`config.mk`:
```
export PLATFORM = sky130hd
export DESIGN_NAME = pipe_ctrl_flat
export DESIGN_NICKNAME = d
export VERILOG_FILES = /design/src/rtl/pipe_ctrl_pkg.sv /design/src/rtl/pipe_ctrl_if.sv /design/src/rtl/pipe_ctrl_hazard_detect.sv /design/src/rtl/pipe_ctrl.sv /design/src/flat_wrapper.sv
export SDC_FILE = /design/constraint.sdc
export NUM_CORES = 1
export LEC_CHECK = 0
export ABC_AREA = 1
export ABC_CLOCK_PERIOD_IN_PS = 1690
export BUFFER_PORTS_ARGS = -buffer_cell sky130_fd_sc_hd__buf_2
export CORE_MARGIN = 2
export CORE_UTILIZATION = 45
export DETAILED_ROUTE_END_ITERATION = 6
export PLACE_DENSITY = 0.75
export SYNTH_ARGS = -nofsm -noshare
export SYNTH_HDL_FRONTEND = slang
export SYNTH_SLANG_ARGS = --single-unit
```
`constraint.sdc`:
```
create_clock -name clk -period 1.69 [get_ports clk]
set_clock_uncertainty 0.1 [all_clocks]
set_input_delay 0.169 -clock clk [delete_from_list [all_inputs] [get_ports clk]]
set_output_delay 0.169 -clock clk [all_outputs]
set_load 0.05 [all_outputs]
```
`src/rtl/pipe_ctrl_pkg.sv`:
```
// rtl/pipe_ctrl_pkg.sv - state encodings, forwarding selects and register-match helpers for pipe_ctrl
package pipe_ctrl_pkg;

  typedef enum logic [1:0] {
    ST_RUN      = 2'b00,
    ST_MEM_WAIT = 2'b01,
    ST_HALT     = 2'b10
  } state_t;

  localparam logic [1:0] FWD_RF  = 2'b00;
  localparam logic [1:0] FWD_EXM = 2'b01;
  localparam logic [1:0] FWD_MWB = 2'b10;

  // x0 is hardwired to zero, so a write to it never creates a dependency
  function automatic logic src_hit(input logic [4:0] rs, input logic [4:0] rd, input logic we);
    return we && (rd != 5'd0) && (rs == rd);
  endfunction

endpackage

```
`src/rtl/pipe_ctrl_if.sv`:
```
// rtl/pipe_ctrl_if.sv - pipeline-to-controller signal bundle; master is the datapath, slave is pipe_ctrl
interface pipe_ctrl_if #(
  parameter int CNT_W = 32
);
  logic [4:0]       dec_rs1;
  logic [4:0]       dec_rs2;
  logic             dec_use1;
  logic             dec_use2;
  logic [4:0]       ex_rd;
  logic             ex_we;
  logic             ex_load;
  logic [4:0]       mem_rd;
  logic             mem_we;
  logic             branch_taken;
  logic             halt_ex;
  logic             resume;
  logic             dmem_req;
  logic             dmem_ack;
  logic             pc_en;
  logic             ifd_en;
  logic             dex_en;
  logic             exm_en;
  logic             mwb_en;
  logic             ifd_flush;
  logic             dex_flush;
  logic [1:0]       fwd_a_sel;
  logic [1:0]       fwd_b_sel;
  logic [1:0]       state;
  logic             mem_err;
  logic [CNT_W-1:0] stall_cnt;

  modport master (
    output dec_rs1, dec_rs2, dec_use1, dec_use2, ex_rd, ex_we, ex_load, mem_rd, mem_we,
           branch_taken, halt_ex, resume, dmem_req, dmem_ack,
    input  pc_en, ifd_en, dex_en, exm_en, mwb_en, ifd_flush, dex_flush,
           fwd_a_sel, fwd_b_sel, state, mem_err, stall_cnt
  );

  modport slave (
    input  dec_rs1, dec_rs2, dec_use1, dec_use2, ex_rd, ex_we, ex_load, mem_rd, mem_we,
           branch_taken, halt_ex, resume, dmem_req, dmem_ack,
    output pc_en, ifd_en, dex_en, exm_en, mwb_en, ifd_flush, dex_flush,
           fwd_a_sel, fwd_b_sel, state, mem_err, stall_cnt
  );

endinterface

```
`src/rtl/pipe_ctrl_hazard_detect.sv`:
```
// rtl/pipe_ctrl_hazard_detect.sv - combinational rs/rd compare: load-use, RAW stall, next forwarding selects
// FORWARDING_EN defined: forward from EX/MEM and MEM/WB; undefined: stall on any EX/MEM dependency.
module pipe_ctrl_hazard_detect
  import pipe_ctrl_pkg::*;
(
  input  logic [4:0] dec_rs1,
  input  logic [4:0] dec_rs2,
  input  logic       dec_use1,
  input  logic       dec_use2,
  input  logic [4:0] ex_rd,
  input  logic       ex_we,
  input  logic       ex_load,
  input  logic [4:0] mem_rd,
  input  logic       mem_we,
  output logic       load_use,
  output logic       raw_stall,
  output logic [1:0] fwd_a_nxt,
  output logic [1:0] fwd_b_nxt
);

  logic ex_hit1, ex_hit2, mem_hit1, mem_hit2;

  assign ex_hit1  = src_hit(dec_rs1, ex_rd, ex_we);
  assign ex_hit2  = src_hit(dec_rs2, ex_rd, ex_we);
  assign mem_hit1 = src_hit(dec_rs1, mem_rd, mem_we);
  assign mem_hit2 = src_hit(dec_rs2, mem_rd, mem_we);

  assign load_use = ex_load && ((dec_use1 && ex_hit1) || (dec_use2 && ex_hit2));

`ifdef FORWARDING_EN
  assign raw_stall = 1'b0;
  // the younger producer in EX holds the newer value, so it beats MEM
  assign fwd_a_nxt = ex_hit1 ? FWD_EXM : (mem_hit1 ? FWD_MWB : FWD_RF);
  assign fwd_b_nxt = ex_hit2 ? FWD_EXM : (mem_hit2 ? FWD_MWB : FWD_RF);
`else
  // WB needs no check: the register file writes before it is read
  assign raw_stall = (dec_use1 && (ex_hit1 || mem_hit1)) || (dec_use2 && (ex_hit2 || mem_hit2));
  assign fwd_a_nxt = FWD_RF;
  assign fwd_b_nxt = FWD_RF;
`endif

endmodule

```
`src/rtl/pipe_ctrl.sv`:
```
// rtl/pipe_ctrl.sv - 5-stage RV32I pipeline controller: enables, flushes, forwarding, dmem timeout, halt
// Optional forwarding selected by the FORWARDING_EN macro (see pipe_ctrl_hazard_detect).
module pipe_ctrl
  import pipe_ctrl_pkg::*;
#(
  parameter int MEM_TIMEOUT = 16,
  parameter int CNT_W       = 32
) (
  input logic        clk,
  input logic        rst,
  pipe_ctrl_if.slave bus
);

  localparam int TW = $clog2(MEM_TIMEOUT);

  state_t           st_q, st_d;
  logic [TW-1:0]    timer_q;
  logic             err_q;
  logic [CNT_W-1:0] cnt_q;
  logic [1:0]       fwd_a_q, fwd_b_q;
  logic             load_use, raw_stall;
  logic [1:0]       fwd_a_nxt, fwd_b_nxt;
  logic             mem_stall, flow, timeout;
  logic             pc_en, ifd_en, dex_en, exm_en, mwb_en, ifd_flush, dex_flush;

  pipe_ctrl_hazard_detect u_hazard (
    .dec_rs1   (bus.dec_rs1),
    .dec_rs2   (bus.dec_rs2),
    .dec_use1  (bus.dec_use1),
    .dec_use2  (bus.dec_use2),
    .ex_rd     (bus.ex_rd),
    .ex_we     (bus.ex_we),
    .ex_load   (bus.ex_load),
    .mem_rd    (bus.mem_rd),
    .mem_we    (bus.mem_we),
    .load_use  (load_use),
    .raw_stall (raw_stall),
    .fwd_a_nxt (fwd_a_nxt),
    .fwd_b_nxt (fwd_b_nxt)
  );

  assign mem_stall = (st_q == ST_RUN) && bus.dmem_req && !bus.dmem_ack;
  // flow: the pipeline may move this cycle, subject to halt/branch/hazard decode
  assign flow      = ((st_q == ST_RUN) && !mem_stall) || ((st_q == ST_MEM_WAIT) && bus.dmem_ack);
  assign timeout   = (timer_q == TW'(MEM_TIMEOUT - 1));

  always_ff @(posedge clk) begin
    if (rst) st_q <= ST_RUN;
    else     st_q <= st_d;
  end

  always_comb begin
    st_d = st_q;
    case (st_q)
      ST_RUN: begin
        if (mem_stall)        st_d = ST_MEM_WAIT;
        else if (bus.halt_ex) st_d = ST_HALT;
      end
      ST_MEM_WAIT: begin
        if (bus.dmem_ack)     st_d = bus.halt_ex ? ST_HALT : ST_RUN;
        else if (timeout)     st_d = ST_HALT;
      end
      ST_HALT: begin
        if (bus.resume)       st_d = ST_RUN;
      end
      default:                st_d = ST_RUN;
    endcase
  end

  always_comb begin
    {pc_en, ifd_en, dex_en, exm_en, mwb_en} = 5'b00000;
    ifd_flush = 1'b0;
    dex_flush = 1'b0;
    if (rst) begin
      ifd_flush = 1'b1;
      dex_flush = 1'b1;
    end else if (flow) begin
      if (bus.halt_ex) begin
        // let the ECALL/EBREAK and older work drain, freeze everything younger
        {exm_en, mwb_en} = 2'b11;
      end else if (bus.branch_taken) begin
        {pc_en, ifd_en, dex_en, exm_en, mwb_en} = 5'b11111;
        ifd_flush = 1'b1;
        dex_flush = 1'b1;
      end else if (load_use || raw_stall) begin
        {dex_en, exm_en, mwb_en} = 3'b111;
        dex_flush = 1'b1;
      end else begin
        {pc_en, ifd_en, dex_en, exm_en, mwb_en} = 5'b11111;
      end
    end
  end

  always_ff @(posedge clk) begin
    if (rst || st_q != ST_MEM_WAIT || bus.dmem_ack || timeout) timer_q <= '0;
    else                                                        timer_q <= timer_q + 1'b1;
  end

  always_ff @(posedge clk) begin
    if (rst)                                                    err_q <= 1'b0;
    else if (st_q == ST_MEM_WAIT && !bus.dmem_ack && timeout)   err_q <= 1'b1;
  end

  always_ff @(posedge clk) begin
    if (rst)                                                    cnt_q <= '0;
    else if (!pc_en && st_q != ST_HALT && cnt_q != {CNT_W{1'b1}}) cnt_q <= cnt_q + CNT_W'(1);
  end

  // selects follow the instruction into DEC/EX, so they move only with dex_en
  always_ff @(posedge clk) begin
    if (rst) begin
      fwd_a_q <= FWD_RF;
      fwd_b_q <= FWD_RF;
    end else if (dex_en) begin
      fwd_a_q <= dex_flush ? FWD_RF : fwd_a_nxt;
      fwd_b_q <= dex_flush ? FWD_RF : fwd_b_nxt;
    end
  end

  assign bus.pc_en     = pc_en;
  assign bus.ifd_en    = ifd_en;
  assign bus.dex_en    = dex_en;
  assign bus.exm_en    = exm_en;
  assign bus.mwb_en    = mwb_en;
  assign bus.ifd_flush = ifd_flush;
  assign bus.dex_flush = dex_flush;
  assign bus.fwd_a_sel = fwd_a_q;
  assign bus.fwd_b_sel = fwd_b_q;
  assign bus.state     = st_q;
  assign bus.mem_err   = err_q;
  assign bus.stall_cnt = cnt_q;

endmodule

```
`src/flat_wrapper.sv`:
```
// flat-port wrapper written by rule: the top's interface ports become plain ports
module pipe_ctrl_flat import pipe_ctrl_pkg::*;
#(
  parameter int MEM_TIMEOUT = 16,
  parameter int CNT_W       = 32
)
  (clk, rst, bus_dec_rs1, bus_dec_rs2, bus_dec_use1, bus_dec_use2, bus_ex_rd, bus_ex_we, bus_ex_load, bus_mem_rd, bus_mem_we, bus_branch_taken, bus_halt_ex, bus_resume, bus_dmem_req, bus_dmem_ack, bus_pc_en, bus_ifd_en, bus_dex_en, bus_exm_en, bus_mwb_en, bus_ifd_flush, bus_dex_flush, bus_fwd_a_sel, bus_fwd_b_sel, bus_state, bus_mem_err, bus_stall_cnt);
  pipe_ctrl_if #(.CNT_W(CNT_W)) bus_i ();
  input logic clk;
  input logic rst;
  input wire logic [$bits(bus_i.dec_rs1)-1:0] bus_dec_rs1;
  input wire logic [$bits(bus_i.dec_rs2)-1:0] bus_dec_rs2;
  input wire logic [$bits(bus_i.dec_use1)-1:0] bus_dec_use1;
  input wire logic [$bits(bus_i.dec_use2)-1:0] bus_dec_use2;
  input wire logic [$bits(bus_i.ex_rd)-1:0] bus_ex_rd;
  input wire logic [$bits(bus_i.ex_we)-1:0] bus_ex_we;
  input wire logic [$bits(bus_i.ex_load)-1:0] bus_ex_load;
  input wire logic [$bits(bus_i.mem_rd)-1:0] bus_mem_rd;
  input wire logic [$bits(bus_i.mem_we)-1:0] bus_mem_we;
  input wire logic [$bits(bus_i.branch_taken)-1:0] bus_branch_taken;
  input wire logic [$bits(bus_i.halt_ex)-1:0] bus_halt_ex;
  input wire logic [$bits(bus_i.resume)-1:0] bus_resume;
  input wire logic [$bits(bus_i.dmem_req)-1:0] bus_dmem_req;
  input wire logic [$bits(bus_i.dmem_ack)-1:0] bus_dmem_ack;
  output wire logic [$bits(bus_i.pc_en)-1:0] bus_pc_en;
  output wire logic [$bits(bus_i.ifd_en)-1:0] bus_ifd_en;
  output wire logic [$bits(bus_i.dex_en)-1:0] bus_dex_en;
  output wire logic [$bits(bus_i.exm_en)-1:0] bus_exm_en;
  output wire logic [$bits(bus_i.mwb_en)-1:0] bus_mwb_en;
  output wire logic [$bits(bus_i.ifd_flush)-1:0] bus_ifd_flush;
  output wire logic [$bits(bus_i.dex_flush)-1:0] bus_dex_flush;
  output wire logic [$bits(bus_i.fwd_a_sel)-1:0] bus_fwd_a_sel;
  output wire logic [$bits(bus_i.fwd_b_sel)-1:0] bus_fwd_b_sel;
  output wire logic [$bits(bus_i.state)-1:0] bus_state;
  output wire logic [$bits(bus_i.mem_err)-1:0] bus_mem_err;
  output wire logic [$bits(bus_i.stall_cnt)-1:0] bus_stall_cnt;
  assign bus_i.dec_rs1 = bus_dec_rs1;
  assign bus_i.dec_rs2 = bus_dec_rs2;
  assign bus_i.dec_use1 = bus_dec_use1;
  assign bus_i.dec_use2 = bus_dec_use2;
  assign bus_i.ex_rd = bus_ex_rd;
  assign bus_i.ex_we = bus_ex_we;
  assign bus_i.ex_load = bus_ex_load;
  assign bus_i.mem_rd = bus_mem_rd;
  assign bus_i.mem_we = bus_mem_we;
  assign bus_i.branch_taken = bus_branch_taken;
  assign bus_i.halt_ex = bus_halt_ex;
  assign bus_i.resume = bus_resume;
  assign bus_i.dmem_req = bus_dmem_req;
  assign bus_i.dmem_ack = bus_dmem_ack;
  assign bus_pc_en = bus_i.pc_en;
  assign bus_ifd_en = bus_i.ifd_en;
  assign bus_dex_en = bus_i.dex_en;
  assign bus_exm_en = bus_i.exm_en;
  assign bus_mwb_en = bus_i.mwb_en;
  assign bus_ifd_flush = bus_i.ifd_flush;
  assign bus_dex_flush = bus_i.dex_flush;
  assign bus_fwd_a_sel = bus_i.fwd_a_sel;
  assign bus_fwd_b_sel = bus_i.fwd_b_sel;
  assign bus_state = bus_i.state;
  assign bus_mem_err = bus_i.mem_err;
  assign bus_stall_cnt = bus_i.stall_cnt;
  pipe_ctrl #(.MEM_TIMEOUT(MEM_TIMEOUT), .CNT_W(CNT_W)) u_core (.clk(clk), .rst(rst), .bus(bus_i));
endmodule
```
==> results.yml <==
layout:
  nets: 617
  finalNonFillerCells: 659
  num_antenna_cells: 0
  area_growth_pct: 60.40
  design_area_sq_um: 4449
  drive_above_1_share_pct: 42.98
grt:
  grt_usage_pct: 28.08
  grt_start_max_net_pins: 22
  use_met2_pct: 50.48
  grt_pass1_vias: 3292
  grtUsageMet1_pct: 32.36
  gr-usage-met3_pct: 5.435
  grt_pass1_wl_mm: 14.81
  busiest_layer: "met2"
  grt_overflow_total: 0
  antenna_found_initial: 0
synth:
  synth_top_area_cell: "dfxtp_1"
  yosys_warnings: 0
  async_reset_ff_share_pct: 0
  synth_flop_cell: "dfxtp_1"
  synth_common_cells: "110 x nand2_1, 55 x nor2_1, 39 x dfxtp_1"
  yosys.area.top_type_share_pct: 28.15
  ys_types: 28
  syn_area_per_cell_sq_um: 6.451
  synthTopCellsByArea: "dfxtp_1 28%, nand2_1 15%, xor2_1 11%"
  synth_edf_count: 0
  synthCells: 430
  netlist_area_sq_um: 2774
  yosys.cell_count.top_type: "nand2_1"
  synth-seq-area-share_pct: 28.15
  ys_ff_latch: 39
timing:
  fin_crit_sh_pct: 123.2
  rsz0062_at_grt: "yes"
  setup-violations-final: 39
  fin_crit_ps: 2082
  hold_ws_ps: 111.5
  hold_viol_final: 0
  drv_slew: 0
  timing.fmax_mhz: 480.3
  finalWorstSetupSlack_ps: -391.9
setup_path:
  cp_max_fo: 4
  r2r_end: "u_core.bus.stall_cnt[23]"
  cp.required_ps: 1420
  cpMaxStageDelayCell: "dfxtp_4"
  start_kind: "register"
  path_buf_inv: 5
  cpLargestDelayFamily: "simple AND/OR/NAND/NOR gates"
  crit_path_end_kind: "output port"
  crit_cells: 10
  cp_cell_sequence: "inv_4, nor2_4, inv_2, o21ai_2, inv_2, or2_4, nor2_4, nand2_4, inv_8, buf_8"
  reg2reg_depth: 12
  cp_slowest_stage_delay_ps: 380
  crit_type: "reg -> out"
  ff2ff_setup_slack_ps: -370
  worst_ep_arrival_time_ps: 1810
  r2r_start: "u_core.bus.state[0]"
status:
  status: "complete, but fails checks"
  violations: "setup timing"
clock_network:
  clkTransAtPathRegs_ps: 80
  cts_root_buffer: "clkbuf_8"
  cts_tree: "done"
  cts-hold-fix-buffers: 0
  cts_made_buffers: 5
  clockBufferDepth: 2
  htree_levels: 2
  clkSinkCount: 39
  clkLatencyLatePin_ps: 300
placement:
  place_congestion: 0.9557
  place_hpwl_mm: 6.650
  post_dp_cell_area_sq_um: 3819
  io_buffers: 72
  placed_cells: 637
power_and_ir_drop:
  swShare_pct: 33.62
  p_int_mw: 1.861
  pwr-share-seq_pct: 34.5
  leakage_nw: 2.063
  powerDensity_nw_per_um2: 630.2
  ir_drop_mv: 0.6776
  p_switching_mw: 0.9428
  clkPwrFrac_pct: 32.0
  combPwrFrac_pct: 33.5
die:
  ios: 78
  fp.dieH_microns: 82.51
  die_x_microns: 82.51
  core-area_sq_um: 5956
  dieArea_sq_um: 6808
  row_count: 28
  start_util_pct: 46.58
routing:
  post-route-drc-count: 0
  detail_route.iter0.violations: 218
  vias_per_cell: 5.420
  drtAntennaViolNets: 0
  firstDrtPassIters: 5
  routedWlPerCell_microns: 15.19
  wirelength_mm: 10.01
  via_count: 3572
hold_path:
  hold_depth: 3
  hold_path_end: "u_core.bus.state[1]"
  hold_start: "bus_halt_ex"
  hold_path_class: "in -> reg"
flow_run:
  cap_viol_max_count: 0
## area by class of cell
class / count / area [sq um]
clock inverters: 1 / 30.03
repair buffers: 165 / 1240
flip-flops and latches: 39 / 813.3
clock buffers: 7 / 97.59
fillers: 431 / 1506
inverters: 38 / 152.6
well taps: 75 / 93.84
multi-input cells: 334 / 2022
## logic make-up (layout without fill, tap and decap cells)
kind of cell / Yosys count / count (layout) / share of synthesized area (%)
buffers and inverters: 60 / 211 / 9.743
and+or+nand+nor: 241 / 241 / 38.48
adders and majority gates: 2 / 2 / 0.9020
other: 1 / 4 / 0.1352
xor gates and xnor gates: 49 / 49 / 15.47
DFF: 39 / 39 / 28.15
AOI/OAI and AO/OA: 38 / 38 / 7.127
## sequential cells by signal (all words and copies together), names as in the netlist
signal,cells
u_core.bus.stall_cnt,32
u_core.timer_q,4
u_core.bus.state,2
u_core.bus.mem_err,1
## cells in the final DEF, fill, tap and decap left out, types with 3 or more instances in the layout
cell type and count:
a21oi_1 16, nand2_1 91, conb_1 4, xor2_1 34
buf_6 7, nand2_2 7, inv_2 4, inv_1 32
nand3_1 10, nand4_1 35, buf_8 5, nor3_1 19
clkbuf_8 5, dfxtp_1 21, nand2_4 12, dfxtp_4 4
nor2_1 50, buf_2 65, nor3_2 3, clkbuf_16 3
buf_4 82, a21oi_2 15, xnor2_1 15, nor2_4 5
dfxtp_2 14
## stage by stage
stage / TNS, ps / worst slack, ps / power (mW) / util [%]
floorplan: -14840 / -513.0 / 1.451 / -
global placement: -5748 / -220.0 / 1.653 / 64.12
detailed placement: -7269 / -247.7 / 1.668 / 64.12
CTS: -8124 / -295.5 / 2.656 / 70.90
global route: -16390 / -474.0 / 2.892 / 74.71
finish: -12760 / -391.9 / 2.804 / 74.71
## power groups by stage
stage	combinational [mW]	clock [mW]	sequential, mW
global placement	0.668	0	0.984
detailed placement	0.683	0	0.985
global route	0.993	0.927	0.972
CTS	0.797	0.894	0.965
floorplan	0.393	0	1.06
finish	0.939	0.896	0.969
## tightest hold or removal path, delay by kind of cell
kind,cells,cell delay (ps)
AOI/OAI and AO/OA,2,190
buffers and inverters,1,120
## worst max-delay path by stage
| stage | startpoint | end | slack [ps] |
|---|---|---|---|
| after floorplan | u_core.bus.state[0] | bus_pc_en | -510 |
| after global placement | u_core.bus.state[0] | u_core.bus.stall_cnt[1] | -220 |
| after detailed placement | u_core.bus.state[0] | u_core.bus.stall_cnt[1] | -250 |
| after CTS | u_core.bus.state[0] | bus_ifd_en | -300 |
| after global routing | u_core.bus.stall_cnt[1] | u_core.bus.stall_cnt[23] | -470 |
| final | u_core.bus.state[0] | bus_ifd_en | -390 |
## what timing repair did
action | 4_1_cts | 5_1_grt
pin swaps | 7 | 16
setup buffers | 11 | 4
setup endpoints to repair | 39 | 46
resized for setup | 43 | 51
cloned | 2 | 3
## metal layers
| metal | up-vias | wire length, microns |
|---|---|---|
| met2 | 170 | 4970 |
| met1 | 1650 | 4047 |
| met3 | 43 | 605 |
| met4 | 0 | 383 |
| met5 | - | 0 |
| li1 | 1709 | - |
No activity file was read; power rests on OpenSTA's default activity.
